## config.mk

```make
export PLATFORM = sky130hd
export DESIGN_NAME = imem_loader
export DESIGN_NICKNAME = d
export VERILOG_FILES = /design/src/rtl/imem_loader_pkg.sv /design/src/rtl/byte_packer.sv /design/src/rtl/imem_loader.sv
export SDC_FILE = /design/constraint.sdc
export NUM_CORES = 1
export LEC_CHECK = 0
export ABC_CLOCK_PERIOD_IN_PS = 2100
export CAP_MARGIN = 20
export CELL_PAD_IN_SITES_DETAIL_PLACEMENT = 0
export CELL_PAD_IN_SITES_GLOBAL_PLACEMENT = 1
export CORE_UTILIZATION = 35
export CTS_CLUSTER_DIAMETER = 60
export DETAILED_ROUTE_END_ITERATION = 8
export PLACE_DENSITY_LB_ADDON = 0.15
export SETUP_SLACK_MARGIN = 0.5
export SLEW_MARGIN = 20
export SYNTH_ARGS = -nofsm -noshare
export SYNTH_HDL_FRONTEND = slang
export SYNTH_HIERARCHICAL = 1
export SYNTH_SLANG_ARGS = --single-unit
```

## constraint.sdc

```tcl
create_clock -name CLK -period 2.1 [get_ports CLK]
set_input_delay 0.42 -clock CLK [delete_from_list [all_inputs] [get_ports CLK]]
set_output_delay 0.42 -clock CLK [all_outputs]
set_load 0.01 [all_outputs]
```

## src/rtl/imem_loader_pkg.sv

```systemverilog
// Shared types and constants for the boot-time instruction-memory loader.
package imem_loader_pkg;

  typedef enum logic [2:0] {
    StIdle,
    StLoad,
    StWrite,
    StCheck,
    StDone,
    StError
  } state_e;

  localparam int unsigned BYTES_PER_WORD = 4;
  localparam int unsigned CKSUM_W        = 8;

  function automatic int unsigned imem_depth(input int unsigned addr_w);
    return 32'd1 << addr_w;
  endfunction

endpackage

```

## src/rtl/byte_packer.sv

```systemverilog
// Packs accepted bytes big-endian into a 32-bit word; word_o already includes
// a byte accepted this cycle so the caller can capture a full word on word_full_o.
module byte_packer
  import imem_loader_pkg::*;
(
  input  logic        clk_i,
  input  logic        rst_ni,
  input  logic        clear_i,
  input  logic        accept_i,
  input  logic [7:0]  byte_i,
  output logic [31:0] word_o,
  output logic        word_full_o
);

  localparam int unsigned IdxW = $clog2(BYTES_PER_WORD);

  logic [IdxW-1:0] idx_q, idx_d;
  logic [31:0]     word_q, word_d;

  always_comb begin
    word_d      = {word_q[23:0], byte_i};
    idx_d       = idx_q + 1'b1;
    word_full_o = accept_i && (idx_q == IdxW'(BYTES_PER_WORD - 1));
    word_o      = accept_i ? word_d : word_q;
  end

  always_ff @(posedge clk_i) begin
    if (!rst_ni || clear_i) begin
      idx_q  <= '0;
      word_q <= '0;
    end else if (accept_i) begin
      idx_q  <= idx_d;
      word_q <= word_d;
    end
  end

endmodule

```

## src/rtl/imem_loader.sv

```systemverilog
// Streams bytes into instruction memory and releases the CPU once the image is complete.
// Optional trailing checksum byte enabled by defining IMEM_LOADER_CHECKSUM_EN.
module imem_loader
  import imem_loader_pkg::*;
#(
  parameter int unsigned ADDR_W = 10
) (
  input  logic              CLK,
  input  logic              RST_N,
  input  logic              start,
  input  logic [ADDR_W:0]   word_count,
  input  logic              in_valid,
  input  logic [7:0]        in_data,
  output logic              in_ready,
  output logic              imem_we,
  output logic [31:0]       imem_addr,
  output logic [31:0]       imem_wd,
  output logic              busy,
  output logic              cpu_run,
  output logic              err
);

  localparam int unsigned Depth = imem_depth(ADDR_W);

  state_e          state_q;
  logic [ADDR_W:0] count_q;
  // One bit wider than the address so a full-depth load compares before wrapping.
  logic [ADDR_W:0] widx_q;
  logic [ADDR_W:0] widx_inc;
  logic            imem_we_q, cpu_run_q, err_q;
  logic [31:0]     imem_addr_q, imem_wd_q;
`ifdef IMEM_LOADER_CHECKSUM_EN
  logic [CKSUM_W-1:0] sum_q;
`endif

  logic        accept, start_ok, pk_full;
  logic [31:0] pk_word;

  always_comb begin
    in_ready = (state_q == StLoad) || (state_q == StCheck);
    busy     = (state_q == StLoad) || (state_q == StWrite) || (state_q == StCheck);
    accept   = in_valid && in_ready;
    start_ok = start && ((state_q == StIdle) || (state_q == StDone) || (state_q == StError));
    widx_inc = widx_q + 1'b1;
  end

  assign imem_we   = imem_we_q;
  assign imem_addr = imem_addr_q;
  assign imem_wd   = imem_wd_q;
  assign cpu_run   = cpu_run_q;
  assign err       = err_q;

  byte_packer u_packer (
    .clk_i       (CLK),
    .rst_ni      (RST_N),
    .clear_i     (start_ok),
    .accept_i    (accept && (state_q == StLoad)),
    .byte_i      (in_data),
    .word_o      (pk_word),
    .word_full_o (pk_full)
  );

  always_ff @(posedge CLK) begin
    if (!RST_N) begin
      state_q     <= StIdle;
      count_q     <= '0;
      widx_q      <= '0;
      imem_we_q   <= 1'b0;
      imem_addr_q <= '0;
      imem_wd_q   <= '0;
      cpu_run_q   <= 1'b0;
      err_q       <= 1'b0;
`ifdef IMEM_LOADER_CHECKSUM_EN
      sum_q       <= '0;
`endif
    end else begin
      imem_we_q <= 1'b0;
      case (state_q)
        StIdle, StDone, StError: begin
          if (start) begin
            count_q   <= word_count;
            widx_q    <= '0;
            cpu_run_q <= 1'b0;
`ifdef IMEM_LOADER_CHECKSUM_EN
            sum_q     <= '0;
`endif
            if (word_count == '0 || 32'(word_count) > Depth) begin
              state_q <= StError;
              err_q   <= 1'b1;
            end else begin
              state_q <= StLoad;
              err_q   <= 1'b0;
            end
          end
        end
        StLoad: begin
`ifdef IMEM_LOADER_CHECKSUM_EN
          if (accept) sum_q <= sum_q + in_data;
`endif
          if (pk_full) begin
            imem_we_q   <= 1'b1;
            imem_addr_q <= 32'(widx_q[ADDR_W-1:0]);
            imem_wd_q   <= pk_word;
            state_q     <= StWrite;
          end
        end
        StWrite: begin
          widx_q <= widx_inc;
          if (widx_inc == count_q) begin
`ifdef IMEM_LOADER_CHECKSUM_EN
            state_q <= StCheck;
`else
            state_q   <= StDone;
            cpu_run_q <= 1'b1;
`endif
          end else begin
            state_q <= StLoad;
          end
        end
`ifdef IMEM_LOADER_CHECKSUM_EN
        StCheck: begin
          if (in_valid) begin
            if (in_data == sum_q) begin
              state_q   <= StDone;
              cpu_run_q <= 1'b1;
            end else begin
              state_q <= StError;
              err_q   <= 1'b1;
            end
          end
        end
`endif
        default: state_q <= StIdle;
      endcase
    end
  end

endmodule
```

==> metrics.yaml, run 1 <==
status: "finished clean"
synth.area.mux_share_pct: 10.1
cts_root_buffer: "clkbuf_16"
dp_worst_setup_slack_ps: 50.1
power_switching_mw: 1.01
intPower_mw: 3.19
min_period_over_period_pct: 93.9
cts-buffers-inserted: 9
avgViaCountPerCell: 4.72
area_growth_pct: 38.8
max_cap_viol_count: 0
synth_edf_count: 0
multiInputGateArea_um2: 2590
vias: 3812
cts_hold_buf: 0
grtUsageTotal_pct: 18.7
ctsHtreeMaxLevel: 3
layout_common_cells: "nand2_1 (121), dfxtp_1 (93), dlygate4sd2_1 (47)"
cp-start-kind: "register"
hold_slack_ps: 398
crit_fanout: 7
p_seq_share_pct: 48.1
fin_setup_tns_ps: 0
antenna_found_initial: 0
rsz0062_at_grt: "true"
max_freq_ghz: 0.507
wl_per_cell_um: 16.6
arrival_ps: 2260
p_leak_nw: 2.74
cts_buffer_depth: 2
dr.pass1.iters: 4
die_h_um: 119
power_density_nw_per_um2: 634
nFillCells: 1292
synth-simple-area-share_pct: 22.7
ys_seq_area_share_pct: 43.6
synth_ff_type: "dfxtp_1"
hold_viol: 0
core_area_um2: 13300
cp.required_ps: 2390
synth-seq-cells: 104
totalWireLength_um: 13400
synth.distinct_cells: 49
final_antenna_net_count: 0
ir_worst_vdd_uv: 481
endpoint_kind: "register"
rows: 42
port_buffers: 69
yosys.area_share.adder_pct: 0.524
crit_type: "reg2reg"
hpwlAfterDp_um: 7710
io_pins: 92
min_period_ps: 1970
setup_viol: 0
syn_inst: 523
dieArea_um2: 14100
route.detailed.drc: 0
yosysWarningCount: 6
finalWorstSetupSlack_ps: 128
finalNonFillerCells: 808
synth-compound-area-share_pct: 13.1
final_layout_size_suffix_gt1_share_pct: 23.4
cts_tree: "built"
clk-insertion-delay-late_ps: 360
netlist_area_um2: 4770
n_antenna_cell: 0
fin_nets: 652
start_util_pct: 35.9
fin_worst_skew_ps: 9.76
p_total_mw: 4.20
syn_area_per_cell_um2: 9.13
gp_congestion: 0.823
async_reset_ff_share_pct: 0
grt_max_degree: 35
slew_violations: 0
grt_overflow: 0
hold_path_class: "in2reg"
clkSlewWorstSetupHoldPaths_ps: 70
grt_pass1_vias: 3751
drt_iter0_drc: 153
layout.area.seq_um2: 2110
synth_xor_area_share_pct: 2.94
dp_cells: 758
synth_top_family_by_area: "simple AND/OR/NAND/NOR gates"
combPwrFrac_pct: 10.4
pwr-share-clk_pct: 41.5
cts.sinks: 104
swShare_pct: 24.1
layout_commonest_cell: "nand2_1"
die_x_um: 119
grt_pass1_wl_um: 20000
[path summary, 6_finish.rpt]
path / depth (start not counted) / slack, ps / endpoint / start
worst min register to register: 2 / 450 / imem_wd[5] / imem_wd[5]
worst max register to register: 7 / 130 / state_q[2] / widx_q[0]
worst min-delay path: 3 / 400 / count_q[3] / word_count[3]
worst max-delay path: 7 / 130 / state_q[2] / widx_q[0]
[final cells by class]
type                       count  share of cell area, %
clock buffer                  11                   3.66
multi-input combinational    384                   39.1
tap                          176                   3.32
clock inverter                 5                  0.944
sequential                   104                   31.8
inverter                       2                  0.113
timing repair buffer         126                   21.1
[cells by family (layout without fill, tap and decap cells)]
logic type / after synthesis / in the layout
flops: 104 / 104
xor+xnor: 16 / 16
fa+ha+maj: 2 / 2
mux: 34 / 34
other cells: 1 / 22
buf+inv: 56 / 144
compound gates: 86 / 86
simple gates: 224 / 224
[synth_stat cells (3+ instances only)]
library cell	number	area (µm²)
clkbuf_1	21	78.8
nand2b_1	3	18.8
nor3_1	7	35.0
nor2_1	15	56.3
dfxtp_1	104	2080
buf_6	4	45.0
xnor2_1	11	96.3
nor2b_1	45	282
a21boi_0	55	413
nand2_1	123	462
nand4_1	3	18.8
and2_1	4	25.0
mux2_2	5	56.3
nor4_1	5	31.3
and3_1	3	18.8
a21oi_1	7	35.0
nand3_1	4	20.0
buf_4	25	188
mux2_4	27	405
o21ai_0	8	40.0
xor2_1	5	43.8
o211ai_1	4	30.0
[metrics by stage]
stage / util, % / area (µm²)
2_1_floorplan: - / 4960
3_3_place_gp: 42.9 / 5700
3_5_place_dp: 42.9 / 5700
4_1_cts: 47.4 / 6300
5_1_grt: 49.8 / 6630
6_report: 49.8 / 6630
[layer usage]
layer | track usage [%] | wire length (µm)
met3 | 4.39 | 467
met5 | 0 | 0
met4 | 5.78 | 208
met1 | 21.9 | 5820
met2 | 33.3 | 6920
[worst max-delay path, cell delays in order (launching register included)]
cell and delay (ps):
dfxtp_4 360, ha_4 170, nand3_4 110, or3_4 370
xnor2_2 160, a32oi_2 90, or4_4 520, o21ai_2 110
[state kept, by name (all words and copies together), names as in the netlist]
signal           cells
count_q             11
cpu_run              1
err                  1
imem_addr           10
imem_wd             32
imem_we              1
state_q              3
u_packer/idx_q       2
u_packer/word_q     32
widx_q              11
[power groups by stage]
stage	clock (mW)	sequential [mW]	combinational [mW]
floorplan	0	2.06	0.269
global placement	0	2.07	0.349
detailed placement	0	2.07	0.352
CTS	1.78	2.02	0.411
global route	1.87	2.02	0.467
finish	1.75	2.02	0.437
[repair_timing]
item	4_1_cts	5_1_grt
pin swaps	5	10
gates resized for setup	69	30
endpoints found under the setup margin	127	86
cloned	7	7
setup buffers	11	9
Power figures use the tool's default switching activity.
==> inputs of run 2 (changes only) <==
- SETUP_SLACK_MARGIN: 0.5 -> 0.15
==> run 2 against run 1 <==
Power down 6.2%. Cell count down 2.6%. Global-route usage down 2.2 points. Sequential power about the same. Critical path depth unchanged. Die area unchanged. Register-to-register slack worse by 20 ps. Clock power down 11%.
==> metrics.yaml, run 2 (synthesis gave the netlist of run 1 again) <==
fin_worst_skew_ps: 6.56
start_util_pct: 35.9
route.detailed.drc: 0
rsz0062_at_grt: "true"
min_period_over_period_pct: 94.9
p_leak_nw: 2.25
vias: 3678
area_growth_pct: 29.0
cp.required_ps: 2380
fin_setup_tns_ps: 0
r2r_start: "widx_q[1]"
grtUsageTotal_pct: 16.5
gp_congestion: 0.868
arrival_ps: 2270
pwr-share-clk_pct: 39.6
status: "finished clean"
cts_buffer_depth: 2
dieArea_um2: 14100
power_switching_mw: 0.956
slew_violations: 0
drt_iter0_drc: 97
max_cap_viol_count: 0
hold_viol: 0
hp-start: "RST_N"
rows: 42
endpoint_kind: "register"
cts.sinks: 104
io_pins: 92
min_period_ps: 1990
swShare_pct: 24.2
p_total_mw: 3.94
die_h_um: 119
ir_worst_vdd_uv: 575
avgViaCountPerCell: 4.67
layout_common_cells: "nand2_1 (122), dfxtp_1 (98), clkdlybuf4s50_1 (67)"
intPower_mw: 2.99
setup_viol: 0
cpMaxStageDelayCell: "or4_4"
layout_commonest_cell: "nand2_1"
slowest_delay_ps: 580
grt_max_degree: 43
cts_root_buffer: "clkbuf_16"
power_density_nw_per_um2: 640
grt_pass1_vias: 3601
finalNonFillerCells: 787
cp_cell_sequence: "ha_4 -> nand3_4 -> or3_4 -> xnor2_2 -> a32oi_2 -> or4_4 -> o21ai_2"
crit_type: "reg2reg"
ctsHtreeMaxLevel: 3
final_layout_size_suffix_gt1_share_pct: 18.2
dp_cells: 762
cts-buffers-inserted: 9
wl_per_cell_um: 14.6
n_antenna_cell: 0
max_freq_ghz: 0.502
worst-path-buf-inv: 0
cp-start-kind: "register"
cts_tree: "built"
dr.pass1.iters: 4
crit_fanout: 6
core_area_um2: 13300
critPathLaunch: "widx_q[1]"
fin_nets: 632
nFillCells: 1303
die_x_um: 119
cts_hold_buf: 0
hold_path_class: "in2reg"
final_antenna_net_count: 0
grt_overflow: 0
totalWireLength_um: 11500
hpwlAfterDp_um: 7680
p_seq_share_pct: 51.3
grt_pass1_wl_um: 18100
combPwrFrac_pct: 9.1
path_delay_family: "simple AND/OR/NAND/NOR gates"
port_buffers: 69
clk-insertion-delay-late_ps: 350
antenna_found_initial: 0
clkSlewWorstSetupHoldPaths_ps: 70
[run 2: cell types whose count changed in the layout (fill, tap and decap cells not counted), sizes merged]
cell / change
clkdlybuf4s50: +49
clkinvlp: +1
clkbuf: -5
buf: -16
inv: +1
bufinv: -1
dlymetal6s2s: -2
dlygate4sd2: -47
clkinv: -1
[run 2: cell type report]
class | count | area (µm²) | area share [%]
Clock inverter | 5 | 41.3 | 0.670
Tap cell | 176 | 220 | 3.57
Timing Repair Buffer | 106 | 1050 | 17.0
Multi-Input combinational cell | 384 | 2520 | 40.9
Inverter | 2 | 7.51 | 0.122
Sequential cell | 104 | 2090 | 34.0
Clock buffer | 10 | 229 | 3.72
[run 2: final timing paths]
| kind | end | slack, ps | cells past startpoint |
|---|---|---|---|
| max reg2reg | cpu_run | 110 | 7 |
| min | widx_q[5] | 360 | 2 |
| min reg2reg | imem_wd[2] | 460 | 2 |
| max | cpu_run | 110 | 7 |
[run 2: timing repair]
action	4_1_cts	5_1_grt
setup buffers	8	1
resized for setup	7	15
setup endpoints to repair	3	19
pin swaps	8	7
gates cloned	0	1
[run 2: worst register-to-register path: cells and delay by family (launching register included)]
kind	cells	cell delay, ps
AO/OA/AOI/OAI	2	200
XOR/XNOR	1	140
adder cells (fa/ha/maj)	1	160
flip-flops	1	370
AND/OR/NAND/NOR	3	1040
[run 2: metrics by stage]
step	util (%)	worst slack [ps]	hold slack (ps)	area, µm²
6_report	46.3	107	355	6160
5_1_grt	46.3	-1.33	374	6160
4_1_cts	45.7	86.6	347	6080
3_5_place_dp	42.9	26.6	459	5710
3_3_place_gp	42.9	43.1	456	5710
2_1_floorplan	-	163	455	4890
[run 2: layer usage]
| metal | vias to the layer above | GRT usage, % | share of wire, % |
|---|---|---|---|
| met5 | - | 0 | 0 |
| met4 | 0 | 5.14 | 1.9 |
| met3 | 13 | 4.68 | 3.2 |
| met2 | 56 | 29.1 | 50 |
| met1 | 1755 | 19.0 | 45 |
| li1 | 1854 | - | - |
[run 2: power groups by stage]
stage | registers, mW | clock network, mW | logic, mW
final | 2.02 | 1.56 | 0.358
after global routing | 2.02 | 1.68 | 0.391
after CTS | 2.02 | 1.62 | 0.363
after detailed placement | 2.07 | 0 | 0.349
after global placement | 2.07 | 0 | 0.349
after floorplan | 2.06 | 0 | 0.257
==> inputs of run 3 (changes only) <==
- PLACE_DENSITY: default -> 0.77
- PLACE_DENSITY_LB_ADDON: 0.15 -> default
==> run 3 against run 2 <==
Non-clock buffer count is 1 lower. Sequential power about the same. Critical path depth unchanged. Global-route usage increased by 0.11 points. Register-to-register slack better by 20 ps. Sequential share of layout area up 0.13 points. Worst hold slack improved by 110 ps. Power rose by 0.86%. Via count barely moved.
==> metrics.yaml, run 3 (synthesis gave the netlist of run 1 again) <==
cp-start-kind: "register"
cts-buffers-inserted: 9
crit_fanout: 6
n_antenna_cell: 0
max_freq_ghz: 0.506
reg2reg_depth: 7
dr.pass1.iters: 4
layout_commonest_cell: "nand2_1"
final_layout_size_suffix_gt1_share_pct: 18.9
grt_max_degree: 43
swShare_pct: 23.6
ctsHtreeMaxLevel: 3
critPathLaunch: "widx_q[0]"
endpoint: "state_q[2]"
ir_worst_vdd_uv: 413
min_period_over_period_pct: 94.0
status: "finished clean"
arrival_ps: 2250
totalWireLength_um: 11200
power_density_nw_per_um2: 646
io_pins: 92
r2r_start: "widx_q[0]"
hold_slack_ps: 461
placed_area_um2: 5730
p_seq_share_pct: 50.8
fin_worst_skew_ps: 12.2
nFillCells: 1323
pwr-share-clk_pct: 40.1
start_util_pct: 35.9
r2r_end: "state_q[2]"
gp_congestion: 0.854
antenna_found_initial: 0
final_antenna_net_count: 0
fin_setup_tns_ps: 0
combPwrFrac_pct: 9.0
layout.area.seq_um2: 2100
hold_viol: 0
setup_viol: 0
cts_buffer_depth: 2
fin_nets: 631
power_switching_mw: 0.938
slew_violations: 0
cts_hold_buf: 0
hpwlAfterDp_um: 7890
crit_type: "reg2reg"
multiInputGateArea_um2: 2530
cp.required_ps: 2380
wl_per_cell_um: 14.3
route.detailed.drc: 0
die_x_um: 119
endpoint_kind: "register"
r2r_slack_ps: 130
fin_area_um2: 6160
grtUsageTotal_pct: 16.6
intPower_mw: 3.04
clk-insertion-delay-late_ps: 350
vias: 3676
hold_path_class: "reg2reg"
area_growth_pct: 28.9
avgViaCountPerCell: 4.68
min_period_ps: 1970
p_leak_nw: 2.25
rows: 42
grt_pass1_vias: 3685
layout_common_cells: "nand2_1 (123), dfxtp_1 (95), clkdlybuf4s50_1 (67)"
grt_overflow: 0
grt_pass1_wl_um: 18400
dieArea_um2: 14100
cts_tree: "built"
port_buffers: 69
cts.sinks: 104
core_area_um2: 13300
clkSlewWorstSetupHoldPaths_ps: 70
drt_iter0_drc: 167
max_cap_viol_count: 0
die_h_um: 119
cts_root_buffer: "clkbuf_16"
rsz0062_at_grt: "true"
fin_util_pct: 46.3
-- run 3: cell types whose count changed in the layout (fill, tap and decap cells not counted), sizes merged --
cell          previous run  this run
inv                      5         3
clkinv                   0         2
dlygate4sd2              0         1
dlymetal6s2s             1         0
clkinvlp                 2         0
-- run 3: per-layer routing --
metal / share of wire (%) / global-route usage [%]
met1: 44 / 19.3
met2: 51 / 29.4
met3: 4.3 / 4.63
met4: 1.2 / 4.75
met5: 0 / 0
-- run 3: how the worst min path moves through the flow --
| stage | cells past startpoint | slack [ps] | from | endpoint |
|---|---|---|---|---|
| after global routing | 2 | 470 | RST_N | count_q[7] |
| after global placement | 2 | 450 | imem_wd[18] | imem_wd[18] |
| after floorplan | 2 | 460 | count_q[7] | count_q[7] |
| after detailed placement | 2 | 450 | imem_wd[26] | imem_wd[26] |
| final | 2 | 460 | imem_addr[8] | imem_addr[8] |
| after CTS | 2 | 460 | imem_wd[26] | imem_wd[26] |
-- run 3: cell type report --
type | instances | share of cell area [%]
multi-input cells | 384 | 41.1
repair buffers | 105 | 16.6
flip-flops and latches | 104 | 34.1
clock inverters | 3 | 0.427
clock buffers | 11 | 4.11
well taps | 176 | 3.58
inverters | 2 | 0.122
-- run 3: metrics by stage --
stage	setup slack (ps)	power, mW	instances
floorplan	163	2.32	544
global placement	-25.8	2.41	763
detailed placement	-15.6	2.41	763
CTS	129	4.04	785
global route	75.6	4.15	785
finish	125	3.98	785
-- run 3: critical path, cell delays in order, from the launching register on --
cell     delay (ps)
dfxtp_4         360
ha_4            170
nand3_4         100
or3_4           360
xnor2_2         160
a32oi_2         100
or4_4           520
o21ai_2         120
-- run 3: power by group through the flow --
stage | logic, mW | clock network (mW) | registers (mW)
floorplan | 0.257 | 0 | 2.06
global placement | 0.344 | 0 | 2.07
detailed placement | 0.348 | 0 | 2.07
CTS | 0.354 | 1.66 | 2.02
global route | 0.391 | 1.74 | 2.02
finish | 0.359 | 1.59 | 2.02
-- run 3: what timing repair did --
action	in CTS	in global routing
gates resized for setup	8	17
endpoints found under the hold margin	0	0
setup buffers	8	0
endpoints found under the setup margin	5	45
pin swaps	7	8
